**config.mk**
```make
export PLATFORM = sky130hd
export DESIGN_NAME = acia_uart
export DESIGN_NICKNAME = d
export VERILOG_FILES = /design/src/rtl/acia_uart.sv
export SDC_FILE = /design/constraint.sdc
export NUM_CORES = 1
export LEC_CHECK = 0
export ABC_AREA = 1
export ABC_CLOCK_PERIOD_IN_PS = 1700
export BUFFER_PORTS_ARGS = -buffer_cell sky130_fd_sc_hd__buf_2
export CORE_MARGIN = 2
export CORE_UTILIZATION = 45
export DETAILED_ROUTE_END_ITERATION = 10
export PLACE_DENSITY_LB_ADDON = 0.08
export SYNTH_ARGS = -nofsm -noshare
export SYNTH_HDL_FRONTEND = slang
export SYNTH_SLANG_ARGS = --single-unit
```
**constraint.sdc**
```tcl
create_clock -name clk -period 1.7 [get_ports clk]
set_clock_uncertainty 0.1 [all_clocks]
set_input_delay 0.17 -clock clk [delete_from_list [all_inputs] [get_ports clk]]
set_output_delay 0.17 -clock clk [all_outputs]
set_load 0.01 [all_outputs]
```
**src/rtl/acia_uart.sv**
```systemverilog
// 6850-style ACIA: one 8N1 UART with status/control and data registers on the SoC bus.
// Read data is registered; irq is decoded from registered state.
module acia_uart #(
  parameter int unsigned CLKS_PER_BIT = 104
) (
  input  logic       clk,
  input  logic       rst,
  input  logic       cs,
  input  logic       we,
  input  logic       rs,
  input  logic       rx,
  input  logic [7:0] din,
  output logic [7:0] dout,
  output logic       tx,
  output logic       irq
);

  localparam int unsigned CW = 16;
  localparam logic [CW-1:0] BIT_LAST  = CW'(CLKS_PER_BIT - 1);
  localparam logic [CW-1:0] HALF_LAST = CW'(CLKS_PER_BIT / 2 - 1);

  typedef enum logic {TX_IDLE, TX_BUSY} tx_state_t;
  typedef enum logic [1:0] {RX_IDLE, RX_START, RX_DATA, RX_STOP} rx_state_t;

  logic rxie_q, txie_q, rdrf_q, tdre_q, fe_q, ovrn_q;
  logic [7:0] thr_q, rx_data_q;

  tx_state_t     tx_state_q, tx_state_d;
  logic [CW-1:0] tx_cnt_q, tx_cnt_d;
  logic [3:0]    tx_idx_q, tx_idx_d;
  logic [9:0]    tx_shift_q, tx_shift_d;
  logic          tx_bit_end_c, tx_free_c, tx_load_c;

  rx_state_t     rx_state_q, rx_state_d;
  logic [CW-1:0] rx_cnt_q, rx_cnt_d;
  logic [2:0]    rx_idx_q, rx_idx_d;
  logic [7:0]    rx_shift_q, rx_shift_d;
  logic [1:0]    rx_sync_q;
  logic          rx_prev_q, rx_fall_c, rx_done_c;

  logic wr_ctrl_c, wr_data_c, rd_c, rd_data_c;

  assign wr_ctrl_c = cs & we & ~rs;
  assign wr_data_c = cs & we & rs;
  assign rd_c      = cs & ~we;
  assign rd_data_c = rd_c & rs;

  assign irq = (rxie_q & rdrf_q) | (txie_q & tdre_q);

  // Transmitter: the shifter is free on the edge that ends the stop bit, so frames run back to back.
  always_comb begin
    tx_state_d   = tx_state_q;
    tx_cnt_d     = tx_cnt_q;
    tx_idx_d     = tx_idx_q;
    tx_shift_d   = tx_shift_q;
    tx_load_c    = 1'b0;
    tx_bit_end_c = (tx_cnt_q == BIT_LAST);
    tx_free_c    = (tx_state_q == TX_IDLE) || (tx_bit_end_c && tx_idx_q == 4'd9);
    case (tx_state_q)
      TX_IDLE: ;
      TX_BUSY: begin
        if (tx_bit_end_c) begin
          tx_cnt_d = '0;
          if (tx_idx_q == 4'd9) begin
            tx_state_d = TX_IDLE;
          end else begin
            tx_idx_d   = tx_idx_q + 4'd1;
            tx_shift_d = {1'b1, tx_shift_q[9:1]};
          end
        end else begin
          tx_cnt_d = tx_cnt_q + CW'(1);
        end
      end
      default: tx_state_d = TX_IDLE;
    endcase
    if (tx_free_c && !tdre_q) begin
      tx_load_c  = 1'b1;
      tx_state_d = TX_BUSY;
      tx_shift_d = {1'b1, thr_q, 1'b0};
      tx_cnt_d   = '0;
      tx_idx_d   = '0;
    end
  end

  // Receiver: start bit checked at half a bit, then every bit sampled one full bit later.
  always_comb begin
    rx_state_d = rx_state_q;
    rx_cnt_d   = rx_cnt_q;
    rx_idx_d   = rx_idx_q;
    rx_shift_d = rx_shift_q;
    rx_done_c  = 1'b0;
    rx_fall_c  = rx_prev_q & ~rx_sync_q[1];
    case (rx_state_q)
      RX_IDLE: begin
        if (rx_fall_c) begin
          rx_state_d = RX_START;
          rx_cnt_d   = '0;
        end
      end
      RX_START: begin
        if (rx_cnt_q == HALF_LAST) begin
          rx_cnt_d   = '0;
          rx_idx_d   = '0;
          rx_state_d = rx_sync_q[1] ? RX_IDLE : RX_DATA;
        end else begin
          rx_cnt_d = rx_cnt_q + CW'(1);
        end
      end
      RX_DATA: begin
        if (rx_cnt_q == BIT_LAST) begin
          rx_cnt_d   = '0;
          rx_shift_d = {rx_sync_q[1], rx_shift_q[7:1]};
          if (rx_idx_q == 3'd7) rx_state_d = RX_STOP;
          else                  rx_idx_d   = rx_idx_q + 3'd1;
        end else begin
          rx_cnt_d = rx_cnt_q + CW'(1);
        end
      end
      RX_STOP: begin
        if (rx_cnt_q == BIT_LAST) begin
          rx_done_c  = 1'b1;
          rx_cnt_d   = '0;
          rx_state_d = RX_IDLE;
        end else begin
          rx_cnt_d = rx_cnt_q + CW'(1);
        end
      end
      default: rx_state_d = RX_IDLE;
    endcase
  end

  // State machine and shifter registers
  always_ff @(posedge clk or negedge rst) begin
    if (!rst) begin
      tx_state_q <= TX_IDLE;
      tx_cnt_q   <= '0;
      tx_idx_q   <= '0;
      tx_shift_q <= '1;
      tx         <= 1'b1;
      rx_state_q <= RX_IDLE;
      rx_cnt_q   <= '0;
      rx_idx_q   <= '0;
      rx_shift_q <= '0;
      rx_sync_q  <= 2'b11;
      rx_prev_q  <= 1'b1;
    end else begin
      tx_state_q <= tx_state_d;
      tx_cnt_q   <= tx_cnt_d;
      tx_idx_q   <= tx_idx_d;
      tx_shift_q <= tx_shift_d;
      tx         <= (tx_state_q == TX_BUSY) ? tx_shift_q[0] : 1'b1;
      rx_state_q <= rx_state_d;
      rx_cnt_q   <= rx_cnt_d;
      rx_idx_q   <= rx_idx_d;
      rx_shift_q <= rx_shift_d;
      rx_sync_q  <= {rx_sync_q[0], rx};
      rx_prev_q  <= rx_sync_q[1];
    end
  end

  // Bus registers; a data read coinciding with frame completion clears first, then loads.
  always_ff @(posedge clk or negedge rst) begin
    if (!rst) begin
      rxie_q    <= 1'b0;
      txie_q    <= 1'b0;
      rdrf_q    <= 1'b0;
      tdre_q    <= 1'b1;
      fe_q      <= 1'b0;
      ovrn_q    <= 1'b0;
      thr_q     <= '0;
      rx_data_q <= '0;
      dout      <= '0;
    end else begin
      if (wr_ctrl_c) begin
        rxie_q <= din[0];
        txie_q <= din[1];
      end
      if (wr_data_c && tdre_q) begin
        thr_q  <= din;
        tdre_q <= 1'b0;
      end else if (tx_load_c) begin
        tdre_q <= 1'b1;
      end
      if (rx_done_c) begin
        if (rdrf_q && !rd_data_c) begin
          ovrn_q <= 1'b1;
        end else begin
          rx_data_q <= rx_shift_q;
          rdrf_q    <= 1'b1;
          fe_q      <= ~rx_sync_q[1];
          ovrn_q    <= 1'b0;
        end
      end else if (rd_data_c) begin
        rdrf_q <= 1'b0;
        fe_q   <= 1'b0;
        ovrn_q <= 1'b0;
      end
      if (rd_c) begin
        dout <= rs ? rx_data_q : {irq, 1'b0, ovrn_q, fe_q, 2'b00, tdre_q, rdrf_q};
      end
    end
  end

endmodule

```
---- Word level (Yosys, flattened, before mapping) ----
Cells that the tools add are included.
word-level totals
  input bits .............................. 14
  bits in registers ....................... 94
  logic and storage cells ................. 118
  output and inout port bits .............. 10
cells by class
  multiplexer cells ....................... 44
  reduce and logical (&&, ||, !) cells .... 20
  eq/ne operators ......................... 16
  $add $sub $neg .......................... 4
  bitwise logic cells ..................... 14
operators by type and width
  cell                     count
  $mux W16                 6
  $pmux W16 S3             1
  $mux W10                 4
  $add A16 B1 Y16 const B  2
  $eq A16 B7 Y1 const B    2
  $mux W1                  17
  $eq A16 B6 Y1 const B    1
  $mux W4                  4
  $ne A2 B2 Y1 const B     7
  $mux W2                  6
  $reduce_bool A2 Y1       5
  $mux W3                  3
  $and A1 B1 Y1            8
  $mux W8                  1
  $pmux W2 S4              1
  $pmux W3 S2              1
  $reduce_and A2 Y1        3
  $not A1 Y1               5
  $reduce_and A5 Y1        1
  $add A4 B1 Y4 const B    1
  $eq A2 B2 Y1 const B     2
  $eq A4 B4 Y1 const B     1
  $logic_and A1 B1 Y1      4
  $reduce_and A4 Y1        1
  other kinds (10)         11

---- Longest topological paths before layout ----
Gate-level depths: netlist of run 1.
  word-level depth ........................ 7
  gate-level depth with buffers ........... 12
  depth with buffers taken out ............ 12

---- Worst setup path after synthesis of run 1 ----
Ideal clock, no wire load.
  path kind ............................... register -> register
  start point ............................. register tx_cnt_q[0]
  end point ............................... register tx_cnt_q[12]
  required time ........................... 1.482 ns
  setup slack ............................. 0.007 ns
  path buffers ............................ 1
  setup time .............................. 0.118 ns
  arrival ................................. 1.475 ns
  period minus slack after synthesis ...... 1.693 ns
  stages on the path, launching flop included .. 12
  path through ............................ dfrtp_1 -> ha_1 -> nand2_2 -> clkinv_2 -> nand2_4 -> nor2_8 -> nand3_2 -> nand2_4 -> nand2_4 -> buf_2 -> nand3b_1 -> nand2_1
between the ends
  longest elaborated chain between the ends .. 5
  elaborated cells between the ends (all ways) .. 9
  classes of those cells .................. add/sub (1); eq/ne (1); mux (3); reduce/logical (4)
RTL lines
  what                                                     RTL line  RTL
  from (decl)                                              29        logic [CW-1:0] tx_cnt_q, tx_cnt_d;
  from (signal assigned)                                   148       tx_cnt_q <= tx_cnt_d;
  branches (longest 5 deep; another with $add A16 B1 Y16)  -
Several ways; the timed one is not identified. The select of a mux whose other input is x is not followed.
A chain may end at the register's enable or synchronous reset.

---- Final worst setup path of run 1 ----
  start point ............................. register tx_cnt_q[1]
  end point ............................... register tx_cnt_q[6]
Same word-level chain as after synthesis.

==> results of run 1 <==
## worst reg2reg max path: stages (launching register included)
cell and delay, ns:
sky130_fd_sc_hd__dfrtp_1 0.41, sky130_fd_sc_hd__ha_4 0.16, sky130_fd_sc_hd__nand2_4 0.06, sky130_fd_sc_hd__clkinv_4 0.06
sky130_fd_sc_hd__nand2_4 0.05, sky130_fd_sc_hd__nor2_8 0.12, sky130_fd_sc_hd__nand3_4 0.08, sky130_fd_sc_hd__nand2_4 0.10
sky130_fd_sc_hd__nand2_8 0.08, sky130_fd_sc_hd__a21oi_4 0.17, sky130_fd_sc_hd__buf_12 0.14, sky130_fd_sc_hd__nor2_1 0.04
## layout by cell type (no fill, tap or decap), types with 11 or more instances in the layout
cell	Yosys	final
sky130_fd_sc_hd__dfstp_2	14	14
sky130_fd_sc_hd__buf_2	4	21
sky130_fd_sc_hd__dfrtp_1	79	79
sky130_fd_sc_hd__o21ai_1	9	14
sky130_fd_sc_hd__o21ai_0	35	27
sky130_fd_sc_hd__nand3_1	40	34
sky130_fd_sc_hd__nor2_2	5	18
sky130_fd_sc_hd__nor2_1	76	59
sky130_fd_sc_hd__inv_1	66	65
sky130_fd_sc_hd__buf_4	1	60
sky130_fd_sc_hd__nand2_1	136	128
sky130_fd_sc_hd__nand2_2	5	11
## final cells by class
type / instances / area [um^2]
clock buffer: 9 / 124
multi-input combinational: 391 / 2220
clock inverter: 7 / 80.1
inverter: 74 / 283
fill: 924 / 4240
sequential: 93 / 2340
tap: 136 / 170
timing repair buffer: 99 / 767
## final timing paths
check                                    end  slack, ns  cells after the start    startpoint
worst max-delay path             tx_cnt_q[6]       0.03                     11   tx_cnt_q[1]
worst min-delay path                 dout[7]       0.03                      4            we
worst max register to register   tx_cnt_q[6]       0.03                     11   tx_cnt_q[1]
worst min register to register  rx_sync_q[1]       0.26                      0  rx_sync_q[0]
max in group asynchronous             tdre_q       0.70                      3           rst
min in group asynchronous        tx_cnt_q[9]       0.18                      2           rst
## sequential cells by signal, indices dropped and copies added (netlist names), named ones only
register / count
tx_cnt_q: 16
rx_prev_q: 1
fe_q: 1
tx_state_q: 1
dout: 8
rx_cnt_q: 16
rdrf_q: 1
rx_shift_q: 8
rx_idx_q: 3
tx_shift_q: 9
ovrn_q: 1
tx: 1
rx_state_q: 1
txie_q: 1
rx_data_q: 8
thr_q: 8
rx_sync_q: 2
rxie_q: 1
tx_idx_q: 4
tdre_q: 1
## stage by stage
stage / hold slack (ns) / power (mW) / instance area (um^2)
2_1_floorplan: -0.226 / 4.21 / 4700
3_3_place_gp: 0.0532 / 4.87 / 5340
3_5_place_dp: 0.0570 / 4.91 / 5340
4_1_cts: 0.0194 / 6.66 / 5720
5_1_grt: 0.0460 / 7.43 / 5990
6_report: 0.0296 / 6.97 / 5990
## cell families (layout without fill, tap and decap cells)
logic type / count (synthesis) / in the layout / synth area share
simple gates: 292 / 292 / 0.280
flops: 93 / 93 / 0.499
buf+inv: 83 / 189 / 0.0717
compound gates: 76 / 76 / 0.0991
xor+xnor: 12 / 12 / 0.0224
fa+ha+maj: 6 / 6 / 0.0160
mux: 5 / 5 / 0.0120
## power groups by stage
stage / logic [mW] / clock network, mW / registers (mW)
finish: 2.37 / 1.57 / 3.03
global route: 2.65 / 1.70 / 3.09
CTS: 2.05 / 1.62 / 2.99
detailed placement: 1.89 / 0 / 3.03
global placement: 1.86 / 0 / 3.01
floorplan: 1.20 / 0 / 3.01
## per-layer routing
metal	wire (um)	vias up	GRT usage
met1	4730	1872	0.252
met4	196	0	0.0620
met2	4930	37	0.315
li1	-	2019	-
met3	241	17	0.0374
met5	0	-	0
## what timing repair did
action                                  CTS  global route
hold endpoints to repair                 43             0
hold buffers                             10             0
buffers inserted                          3            10
pin swaps                                 1            20
resized for setup                        11            57
cloned                                    0             0
endpoints found under the setup margin   21            67
==> impl_results.rst, run 1 <==
.. list-table::
   :header-rows: 1

   * - Metric
     - Value
   * - Least setup slack across all paths after layout
     - roughly 0.026 ns
   * - Number of setup violations in the final report
     - 0
   * - Post-Layout Cell Count
     - slightly above 800
   * - Cell with the biggest individual delay on the critical path
     - sky130_fd_sc_hd__dfrtp_1
   * - IO Port Bufs
     - 23
   * - IR drop worst, VDD
     - between 0.6 and 0.7 mV
   * - Share of flip-flops with an asynchronous set or reset
     - 1.00
   * - Placement Setup Slack
     - -0.0258 ns
   * - Wire per inst
     - between 10 and 15 um
   * - Count of vias placed by the detailed router
     - just under 4000
   * - Antenna violations before repair
     - 0
   * - Total core area
     - 10200 um^2
   * - Die height
     - ~110 um
   * - Total number of yosys warnings
     - 0
   * - Count of endpoints failing hold in the final timing report
     - 0
   * - Number of nets with antenna violations after routing
     - 0
   * - Delay of the slowest cell on the worst path
     - 0.41 ns
   * - Remaining design rule violation count
     - 0
   * - Diode count
     - 0
   * - Arrival time at the worst endpoint
     - roughly 1.8 ns
   * - Top flip-flop cell by instance count after synthesis
     - sky130_fd_sc_hd__dfrtp_1
   * - Number of buffers on the longest clock path
     - 2
   * - Number of max-cap violations
     - 0
   * - Total power divided by cell area
     - about 1200 nW/um^2
   * - Family of cells with the greatest summed delay on the critical path
     - simple AND/OR/NAND/NOR gates
   * - Max H-tree Level
     - 3
   * - Data required time at the worst endpoint
     - approximately 1.9 ns
   * - Combined area of all synthesized cells
     - around 4700 um^2
   * - Share of power burned in the clock network
     - 0.225
   * - Number of standard-cell rows in the floorplan
     - 37
   * - Total GRT Usage
     - 0.191
   * - Cell Int Power
     - ~4.5 mW
   * - Die Wd
     - between 100 and 150 um
   * - First DRT Iteration DRCs
     - between 150 and 200
   * - Shortest period the worst path allows
     - 1.67 ns
   * - Synthesis-to-finish area growth
     - 27.5%
   * - # IOs
     - 24
   * - Clock buffer count from CTS
     - 9
   * - Share of the clock period used by the worst path after layout
     - 0.984
   * - Flip-flop and latch count after synthesis
     - 93
   * - Most instantiated cells after synthesis
     - 136 x sky130_fd_sc_hd__nand2_1, 79 x sky130_fd_sc_hd__dfrtp_1, 76 x sky130_fd_sc_hd__nor2_1
   * - Startpoint type of the worst setup path
     - flip-flop
   * - CP most frequent cell
     - sky130_fd_sc_hd__nand2_4
   * - Switching component of the power
     - roughly 2.5 mW
   * - Ranking of synthesized cells by area
     - sky130_fd_sc_hd__dfrtp_1 42%, sky130_fd_sc_hd__nand2_1 11%, sky130_fd_sc_hd__dfstp_2 7.8%
   * - Post-synth top area cell
     - sky130_fd_sc_hd__dfrtp_1
   * - Setup TNS
     - 0 ns
   * - Total placed cells including tap cells
     - 770
   * - Sequential area share after synthesis
     - 0.499
   * - HPWL after detailed placement
     - 7080 um
   * - Number of distinct library cells after synthesis
     - 37
   * - Pin count of the biggest net entering global routing
     - 36
   * - Global route total overflow
     - 0
   * - DRT Wirelength
     - just over 10000 um
   * - Total count of max-transition violations in the final report
     - 0
   * - Pre-Repair DR Iteration Count
     - 5
   * - Proportion of layout cells with a drive suffix above 1
     - 0.305
   * - Number of flops mapped to enable cells by yosys
     - 0
   * - TritonCTS clock tree
     - yes
   * - Max transition margin
     - 0.696
   * - Die area
     - 11300 um^2
   * - Fraction of synthesized cell area taken by the top area cell type
     - 0.421
   * - Gp weighted congestion
     - between 0.8 and 0.9
   * - Achievable Freq
     - 0.598 GHz
   * - Unrepaired setup endpoints after global routing
     - true
   * - Most numerous cell in the Yosys netlist
     - sky130_fd_sc_hd__nand2_1
   * - Critical path class
     - reg2reg
   * - Clock-pin slew of the registers on the worst-case setup and hold paths
     - around 0.1 ns
   * - Result of the run
     - finished clean
   * - Sinks on the clock net
     - 93
   * - Largest driver fanout on the critical path
     - 8
   * - Vias per cell
     - just under 5
   * - Final design utilization
     - 0.585
   * - Part of the total power dissipated in sequential elements
     - 0.435
   * - Post-Syn Area per Cell
     - between 8 and 9 um^2
   * - Number of global-route vias before repair
     - between 3000 and 4000
   * - Synthesized netlist cell count
     - roughly 570
   * - CTS root buffer
     - sky130_fd_sc_hd__clkbuf_8
   * - First-pass GRT wire length
     - 17400 um
   * - NumNets Final
     - a little under 700
   * - Switching portion of total power
     - 0.355
   * - Transition at the pin with the smallest max-transition slack
     - between 0.4 and 0.5 ns
   * - Starting utilization of the core area
     - 0.459
   * - WP buf/inv
     - 2
   * - Critical path cell sequence
     - ha_4 > nand2_4 > clkinv_4 > nand2_4 > nor2_8 > nand3_4 > nand2_4 > nand2_8 > a21oi_4 > buf_12 > nor2_1
   * - P_leak
     - around 2.9 nW
   * - Class of the tightest hold or removal check
     - in2reg
   * - Post-Syn Nets
     - around 590
   * - Clk_lat worst skew
     - between 0.3 and 0.4 ns
   * - Element type at the critical path end
     - flip-flop
   * - Portion of total power attributed to combinational logic
     - 0.340
Note: power is estimated with default switching activity, not from simulation.
==> run 2, diff against run 1 <==
CORE_MARGIN = not set   (was 2)
==> impl_results.rst, run 2 (synthesis gave the netlist of run 1 again) <==
.. list-table::
   :header-rows: 1

   * - Metric
     - Value
   * - TritonCTS clock tree
     - yes (unchanged)
   * - Pre-Repair DR Iteration Count
     - 4 (was 5)
   * - Total core area
     - 9950 um^2 (was 10200 um^2)
   * - Largest regs
     - rx_cnt_q x16, tx_cnt_q x16, tx_shift_q x9 (unchanged)
   * - Number of standard-cell rows in the floorplan
     - 36 (was 37)
   * - Reg2Reg Launch Point
     - rx_cnt_q[1] (was tx_cnt_q[1])
   * - Number of setup violations in the final report
     - 2 (was 0)
   * - CTS root buffer
     - sky130_fd_sc_hd__clkbuf_8 (unchanged)
   * - Die area
     - 10900 um^2 (was 11300 um^2)
   * - Number of nets with antenna violations after routing
     - 0 (unchanged)
   * - Number of max-cap violations
     - 0 (unchanged)
   * - # IOs
     - 24 (unchanged)
   * - Total count of max-transition violations in the final report
     - 0 (unchanged)
   * - Hold Slack
     - 0.0322 ns (was 0.0296 ns)
   * - Largest driver fanout on the critical path
     - 6 (was 8)
   * - Vias per cell
     - 4.93 (was 4.88)
   * - Synthesis-to-finish area growth
     - 25.1% (was 27.5%)
   * - Arrival time at the worst endpoint
     - 1.91 ns (was 1.84 ns)
   * - Worst R2R Setup Slack
     - -0.02 ns (was 0.03 ns)
   * - Starting utilization of the core area
     - 0.472 (was 0.459)
   * - Post-Layout Cell Count
     - 793 (was 809)
   * - Data required time at the worst endpoint
     - 1.89 ns (was 1.87 ns)
   * - Startpoint type of the worst setup path
     - flip-flop (unchanged)
   * - Cell with the biggest individual delay on the critical path
     - sky130_fd_sc_hd__dfrtp_1 (unchanged)
   * - Remaining design rule violation count
     - 0 (unchanged)
   * - DRT Wirelength
     - 10000 um (was 10100 um)
   * - Total placed cells including tap cells
     - 760 (was 770)
   * - Sinks on the clock net
     - 93 (unchanged)
   * - First-pass GRT wire length
     - 16900 um (was 17400 um)
   * - Transition at the pin with the smallest max-transition slack
     - 0.494 ns (was 0.456 ns)
   * - First DRT Iteration DRCs
     - 216 (was 164)
   * - Antenna violations before repair
     - 0 (unchanged)
   * - Critical path class
     - reg2reg (unchanged)
   * - Wire per inst
     - 12.7 um (was 12.5 um)
   * - Post-route cell area
     - 5870 um^2 (was 5990 um^2)
   * - Clock-pin slew of the registers on the worst-case setup and hold paths
     - 0.10 ns (about the same)
   * - Overall power consumption
     - 6.50 mW (was 6.97 mW)
   * - Most common cell after layout, fill and taps aside
     - sky130_fd_sc_hd__nand2_1 (unchanged)
   * - Diode count
     - 0 (unchanged)
   * - Number of buffers on the longest clock path
     - 2 (unchanged)
   * - End of the worst register-to-register path
     - rx_cnt_q[4] (was tx_cnt_q[6])
   * - Min-delay src
     - we (unchanged)
   * - HPWL after detailed placement
     - 6790 um (was 7080 um)
   * - Delay of the slowest cell on the worst path
     - 0.39 ns (was 0.41 ns)
   * - Number of global-route vias before repair
     - 3792 (was 3803)
   * - IR drop worst, VDD
     - 0.657 mV (was 0.630 mV)
   * - Critical path cell sequence
     - ha_2 > nand2_2 > inv_2 > nand2_2 > nor2_2 > nand2_2 > inv_4 > o21ai_4 > buf_6 > nand3_2 > o21ai_2 (was ha_4 > nand2_4 > clkinv_4 > nand2_4 > nor2_8 > nand3_4 > nand2_4 > nand2_8 > a21oi_4 > buf_12 > nor2_1)
   * - CP most frequent cell
     - sky130_fd_sc_hd__nand2_2 (was sky130_fd_sc_hd__nand2_4)
   * - Proportion of layout cells with a drive suffix above 1
     - 0.289 (was 0.305)
   * - Result of the run
     - complete, but fails checks (was finished clean)
   * - Shortest period the worst path allows
     - 1.72 ns (was 1.67 ns)
   * - Total GRT Usage
     - 0.192 (was 0.191)
   * - IO Port Bufs
     - 23 (unchanged)
   * - Max H-tree Level
     - 3 (unchanged)
   * - Pin count of the biggest net entering global routing
     - 94 (was 36)
   * - Least setup slack across all paths after layout
     - -0.0168 ns (was 0.0264 ns)
   * - Total power divided by cell area
     - 1110 nW/um^2 (was 1160 nW/um^2)
   * - Setup TNS
     - -0.0218 ns (was 0 ns)
   * - Post-detailed-placement cell area
     - 5290 um^2 (was 5340 um^2)
   * - P_leak
     - 2.80 nW (was 2.86 nW)
   * - Max transition margin
     - 0.671 (was 0.696)
   * - Class of the tightest hold or removal check
     - in2reg (unchanged)
   * - Gp weighted congestion
     - 0.842 (was 0.859)
   * - Violated checks
     - negative setup slack
   * - Worst Reg-to-Reg Cells
     - 11 (unchanged)
   * - Hold depth
     - 4 (unchanged)
   * - Clock buffer count from CTS
     - 9 (unchanged)
   * - Element type at the critical path end
     - flip-flop (unchanged)
   * - Count of vias placed by the detailed router
     - 3907 (was 3945)
   * - Die height
     - 104 um (was 106 um)
   * - Achievable Freq
     - 0.582 GHz (was 0.598 GHz)
   * - Global route total overflow
     - 0 (unchanged)
   * - Clk_lat worst skew
     - 0.36 ns (was 0.37 ns)
   * - Share of the clock period used by the worst path after layout
     - 1.01 (was 0.984)
   * - Count of endpoints failing hold in the final timing report
     - 0 (unchanged)
   * - Hold Path End
     - dout[7] (unchanged)
   * - NumNets Final
     - 675 (was 688)
   * - Die Wd
     - 104 um (was 106 um)
   * - Commonest non-fill, non-tap cells in the layout
     - 120 x sky130_fd_sc_hd__nand2_1, 79 x sky130_fd_sc_hd__dfrtp_1, 69 x sky130_fd_sc_hd__nor2_1, 64 x sky130_fd_sc_hd__inv_1, 43 x sky130_fd_sc_hd__buf_4 (was 128 x sky130_fd_sc_hd__nand2_1, 79 x sky130_fd_sc_hd__dfrtp_1, 65 x sky130_fd_sc_hd__inv_1, 60 x sky130_fd_sc_hd__buf_4, 59 x sky130_fd_sc_hd__nor2_1)
   * - Unrepaired setup endpoints after global routing
     - true (unchanged)
==> run 2: worst max path at each step <==
| stage | from | to | depth (start not counted) |
|---|---|---|---|
| 6_report | rx_cnt_q[1] | rx_cnt_q[4] | 11 |
| 5_1_grt | rx_cnt_q[1] | rx_data_q[2] | 11 |
| 4_1_cts | tx_cnt_q[0] | tx_cnt_q[3] | 10 |
| 3_5_place_dp | rx_cnt_q[0] | rx_cnt_q[3] | 11 |
| 3_3_place_gp | tx_cnt_q[0] | tx_cnt_q[5] | 10 |
| 2_1_floorplan | tx_cnt_q[0] | tx_cnt_q[12] | 11 |
==> run 2: worst max-delay path: cells and delay by family, from the launching register on <==
family                     cells  cell delay (ns)
AOI/OAI and AO/OA              2             0.33
adders and majority gates      1             0.20
buffers and inverters          3             0.27
DFF                            1             0.39
and+or+nand+nor                5             0.35
==> run 2: per-stage QoR <==
step	utilization	worst slack (ns)
after global routing	0.590	-0.108
after global placement	0.532	0.0260
after floorplan	-	0.00686
after CTS	0.564	-0.0335
final	0.590	-0.0168
after detailed placement	0.532	-0.0486
==> run 2: area by class of cell <==
| type | instances | area, um^2 |
|---|---|---|
| Fill cell | 882 | 4080 |
| Sequential cell | 93 | 2340 |
| Multi-Input combinational cell | 391 | 2220 |
| Timing Repair Buffer | 86 | 692 |
| Inverter | 74 | 282 |
| Tap cell | 133 | 166 |
| Clock buffer | 10 | 128 |
| Clock inverter | 6 | 46.3 |
==> run 2: layer usage <==
layer	vias to the layer above	share of wire	track usage
met5	-	0	0
met4	0	0.017	0.0724
met3	16	0.025	0.0345
met2	48	0.50	0.322
met1	1846	0.46	0.247
li1	1997	-	-
==> run 2: timing repair <==
item | in CTS | in global routing
buffers inserted | 2 | 5
pin swaps | 1 | 15
gates cloned | 0 | 0
endpoints found under the setup margin | 21 | 68
endpoints found under the hold margin | 90 | 0
hold buffers | 10 | 0
resized for setup | 6 | 74
==> run 2: where the power goes <==
group,total (mW),internal (mW),leakage [nW],switching [mW]
sequential,2.99,2.72,1.20,0.277
clock,1.38,0.549,0.0890,0.834
combinational,2.12,0.884,1.52,1.24
total,6.50,4.15,2.80,2.35
==> run 3, diff against run 2 <==
BUFFER_PORTS_ARGS = -buffer_cell sky130_fd_sc_hd__clkbuf_2   (was -buffer_cell sky130_fd_sc_hd__buf_2)
==> impl_results.rst, run 3 (synthesis gave the netlist of run 1 again) <==
.. list-table::
   :header-rows: 1

   * - Metric
     - Value
   * - Result of the run
     - complete, but fails checks (unchanged)
   * - Violated checks
     - negative setup slack (unchanged)
   * - Least setup slack across all paths after layout
     - -0.0245 ns (was -0.0168 ns)
   * - Overall power consumption
     - 6.96 mW (was 6.50 mW)
   * - Max transition margin
     - 0.648 (was 0.671)
   * - Class of the tightest hold or removal check
     - in2reg (unchanged)
   * - Achievable Freq
     - 0.580 GHz (was 0.582 GHz)
   * - P_leak
     - 2.88 nW (was 2.80 nW)
   * - Shortest period the worst path allows
     - 1.72 ns (about the same)
   * - Pre-Repair DR Iteration Count
     - 5 (was 4)
   * - Diode count
     - 0 (unchanged)
   * - Commonest non-fill, non-tap cells in the layout
     - 127 x sky130_fd_sc_hd__nand2_1, 79 x sky130_fd_sc_hd__dfrtp_1, 68 x sky130_fd_sc_hd__nor2_1, 64 x sky130_fd_sc_hd__inv_1, 52 x sky130_fd_sc_hd__buf_4 (was 120 x sky130_fd_sc_hd__nand2_1, 79 x sky130_fd_sc_hd__dfrtp_1, 69 x sky130_fd_sc_hd__nor2_1, 64 x sky130_fd_sc_hd__inv_1, 43 x sky130_fd_sc_hd__buf_4)
   * - Remaining design rule violation count
     - 0 (unchanged)
   * - Synthesis-to-finish area growth
     - 27.5% (was 25.1%)
   * - Hold depth
     - 4 (unchanged)
   * - End of the worst register-to-register path
     - tx_idx_q[0] (was rx_cnt_q[4])
   * - First-pass GRT wire length
     - 16600 um (was 16900 um)
   * - Die area
     - 10900 um^2 (unchanged)
   * - Reg2Reg Launch Point
     - tx_cnt_q[0] (was rx_cnt_q[1])
   * - Worst Reg-to-Reg Cells
     - 10 (was 11)
   * - IR drop worst, VDD
     - 0.593 mV (was 0.657 mV)
   * - Post-detailed-placement cell area
     - 5290 um^2 (unchanged)
   * - Total count of max-transition violations in the final report
     - 0 (unchanged)
   * - Antenna violations before repair
     - 0 (unchanged)
   * - Die height
     - 104 um (unchanged)
   * - NumNets Final
     - 683 (was 675)
   * - Critical path cell sequence
     - ha_2 > nand2_2 > inv_4 > nand2_4 > nor2_8 > nand2_4 > nor2_4 > buf_4 > xnor2_1 > a21oi_1 (was ha_2 > nand2_2 > inv_2 > nand2_2 > nor2_2 > nand2_2 > inv_4 > o21ai_4 > buf_6 > nand3_2 > o21ai_2)
   * - Cell with the biggest individual delay on the critical path
     - sky130_fd_sc_hd__dfrtp_1 (unchanged)
   * - First DRT Iteration DRCs
     - 167 (was 216)
   * - CP most frequent cell
     - sky130_fd_sc_hd__nand2_4 (was sky130_fd_sc_hd__nand2_2)
   * - TritonCTS clock tree
     - yes (unchanged)
   * - Wire per inst
     - 12.8 um (was 12.7 um)
   * - Clock-pin slew of the registers on the worst-case setup and hold paths
     - 0.10 ns (about the same)
   * - Vias per cell
     - 4.91 (was 4.93)
   * - Total core area
     - 9950 um^2 (unchanged)
   * - DRT Wirelength
     - 10200 um (was 10000 um)
   * - Count of vias placed by the detailed router
     - 3930 (was 3907)
   * - Post-route cell area
     - 5990 um^2 (was 5870 um^2)
   * - Worst R2R Setup Slack
     - -0.02 ns (about the same)
   * - Total power divided by cell area
     - 1160 nW/um^2 (was 1110 nW/um^2)
   * - Total area of multi-input combinational cells
     - 2220 um^2 (about the same)
   * - Startpoint type of the worst setup path
     - flip-flop (unchanged)
   * - Number of global-route vias before repair
     - 3702 (was 3792)
   * - Delay of the slowest cell on the worst path
     - 0.38 ns (was 0.39 ns)
   * - Min-delay src
     - we (unchanged)
   * - Clk_lat worst skew
     - 0.36 ns (about the same)
   * - HPWL after detailed placement
     - 6710 um (was 6790 um)
   * - Pin count of the biggest net entering global routing
     - 94 (unchanged)
   * - # IOs
     - 24 (unchanged)
   * - Number of standard-cell rows in the floorplan
     - 36 (unchanged)
   * - Critical path class
     - reg2reg (unchanged)
   * - Sinks on the clock net
     - 93 (unchanged)
   * - Data required time at the worst endpoint
     - 1.85 ns (was 1.89 ns)
   * - Gp weighted congestion
     - 0.846 (was 0.842)
   * - Hold Path End
     - dout[7] (unchanged)
   * - Transition at the pin with the smallest max-transition slack
     - 0.527 ns (was 0.494 ns)
   * - Die Wd
     - 104 um (unchanged)
   * - Element type at the critical path end
     - flip-flop (unchanged)
   * - Unrepaired setup endpoints after global routing
     - true (unchanged)
   * - Number of setup violations in the final report
     - 10 (was 2)
   * - Arrival time at the worst endpoint
     - 1.88 ns (was 1.91 ns)
   * - Proportion of layout cells with a drive suffix above 1
     - 0.299 (was 0.289)
   * - Starting utilization of the core area
     - 0.472 (unchanged)
   * - Count of endpoints failing hold in the final timing report
     - 0 (unchanged)
   * - Largest driver fanout on the critical path
     - 5 (was 6)
   * - Number of nets with antenna violations after routing
     - 0 (unchanged)
   * - Most common cell after layout, fill and taps aside
     - sky130_fd_sc_hd__nand2_1 (unchanged)
   * - Total GRT Usage
     - 0.189 (was 0.192)
   * - Footprint of the flip-flops and latches
     - 2340 um^2 (unchanged)
   * - IO Port Bufs
     - 23 (unchanged)
   * - Max H-tree Level
     - 3 (unchanged)
   * - Clock buffer count from CTS
     - 9 (unchanged)
   * - Largest regs
     - rx_cnt_q x16, tx_cnt_q x16, tx_shift_q x9 (unchanged)
   * - Number of buffers on the longest clock path
     - 2 (unchanged)
   * - Filler Cell Count
     - 873 (was 882)
   * - Global route total overflow
     - 0 (unchanged)
   * - CTS root buffer
     - sky130_fd_sc_hd__clkbuf_8 (unchanged)
   * - Share of the clock period used by the worst path after layout
     - 1.01 (about the same)
   * - Number of max-cap violations
     - 0 (unchanged)
-- run 3: changes by cell type in the layout (fill, tap and decap cells not counted), sizes merged --
cell | previous run | this run
bufinv | 0 | 2
clkbuf | 10 | 32
clkinv | 3 | 2
clkinvlp | 1 | 0
nand2 | 146 | 147
buf | 76 | 61
-- run 3: power breakdown --
group	leakage, nW	switching, mW	internal, mW
logic	1.56	1.25	0.971
clock network	0.119	0.846	0.885
registers	1.20	0.283	2.72
-- run 3: area by class of cell --
| type | count | area share |
|---|---|---|
| multi-input cells | 392 | 0.370 |
| clock inverters | 6 | 0.0157 |
| clock buffers | 10 | 0.0230 |
| well taps | 133 | 0.0278 |
| flip-flops and latches | 93 | 0.391 |
| repair buffers | 93 | 0.125 |
| inverters | 74 | 0.0472 |
-- run 3: timing repair --
action                     4_1_cts  5_1_grt
hold endpoints to repair        90        0
resized for setup                5       68
pin swaps                        1       15
buffers inserted                 3       10
setup endpoints to repair       23       66
hold buffers                    10        0
gates cloned                     0        2
-- run 3: stage by stage --
step / worst slack (ns) / hold slack, ns / utilization / std cells / TNS (ns)
after floorplan: 0.00686 / -0.226 / - / 567 / 0
after global placement: 0.0312 / 0.157 / 0.532 / 760 / 0
after detailed placement: -0.0541 / 0.162 / 0.532 / 760 / -0.113
after CTS: -0.0202 / 0.0122 / 0.570 / 789 / -0.110
after global routing: -0.124 / 0.0252 / 0.602 / 801 / -3.10
final: -0.0245 / 0.0405 / 0.602 / 801 / -0.128
-- run 3: worst max-delay path by stage --
stage	start	to
floorplan	tx_cnt_q[0]	tx_cnt_q[12]
global placement	rx_cnt_q[0]	rx_cnt_q[4]
detailed placement	rx_cnt_q[0]	rx_cnt_q[3]
CTS	tx_cnt_q[0]	tx_cnt_q[5]
global route	tx_idx_q[0]	tx_cnt_q[11]
finish	tx_cnt_q[0]	tx_idx_q[0]
-- run 3: layer usage --
layer / vias up / wire (um) / track usage
li1: 2006 / - / -
met1: 1855 / 4720 / 0.242
met2: 55 / 5120 / 0.320
met3: 14 / 245 / 0.0357
met4: 0 / 144 / 0.0653
met5: - / 0 / 0
-- run 3: worst max-delay path: cells and delay by family, from the launching register on --
| kind | cells | cell delay [ns] |
|---|---|---|
| DFF | 1 | 0.38 |
| adders and majority gates | 1 | 0.19 |
| and+or+nand+nor | 5 | 0.54 |
| xor gates and xnor gates | 1 | 0.12 |
| AOI/OAI and AO/OA | 1 | 0.06 |
| buffers and inverters | 2 | 0.23 |
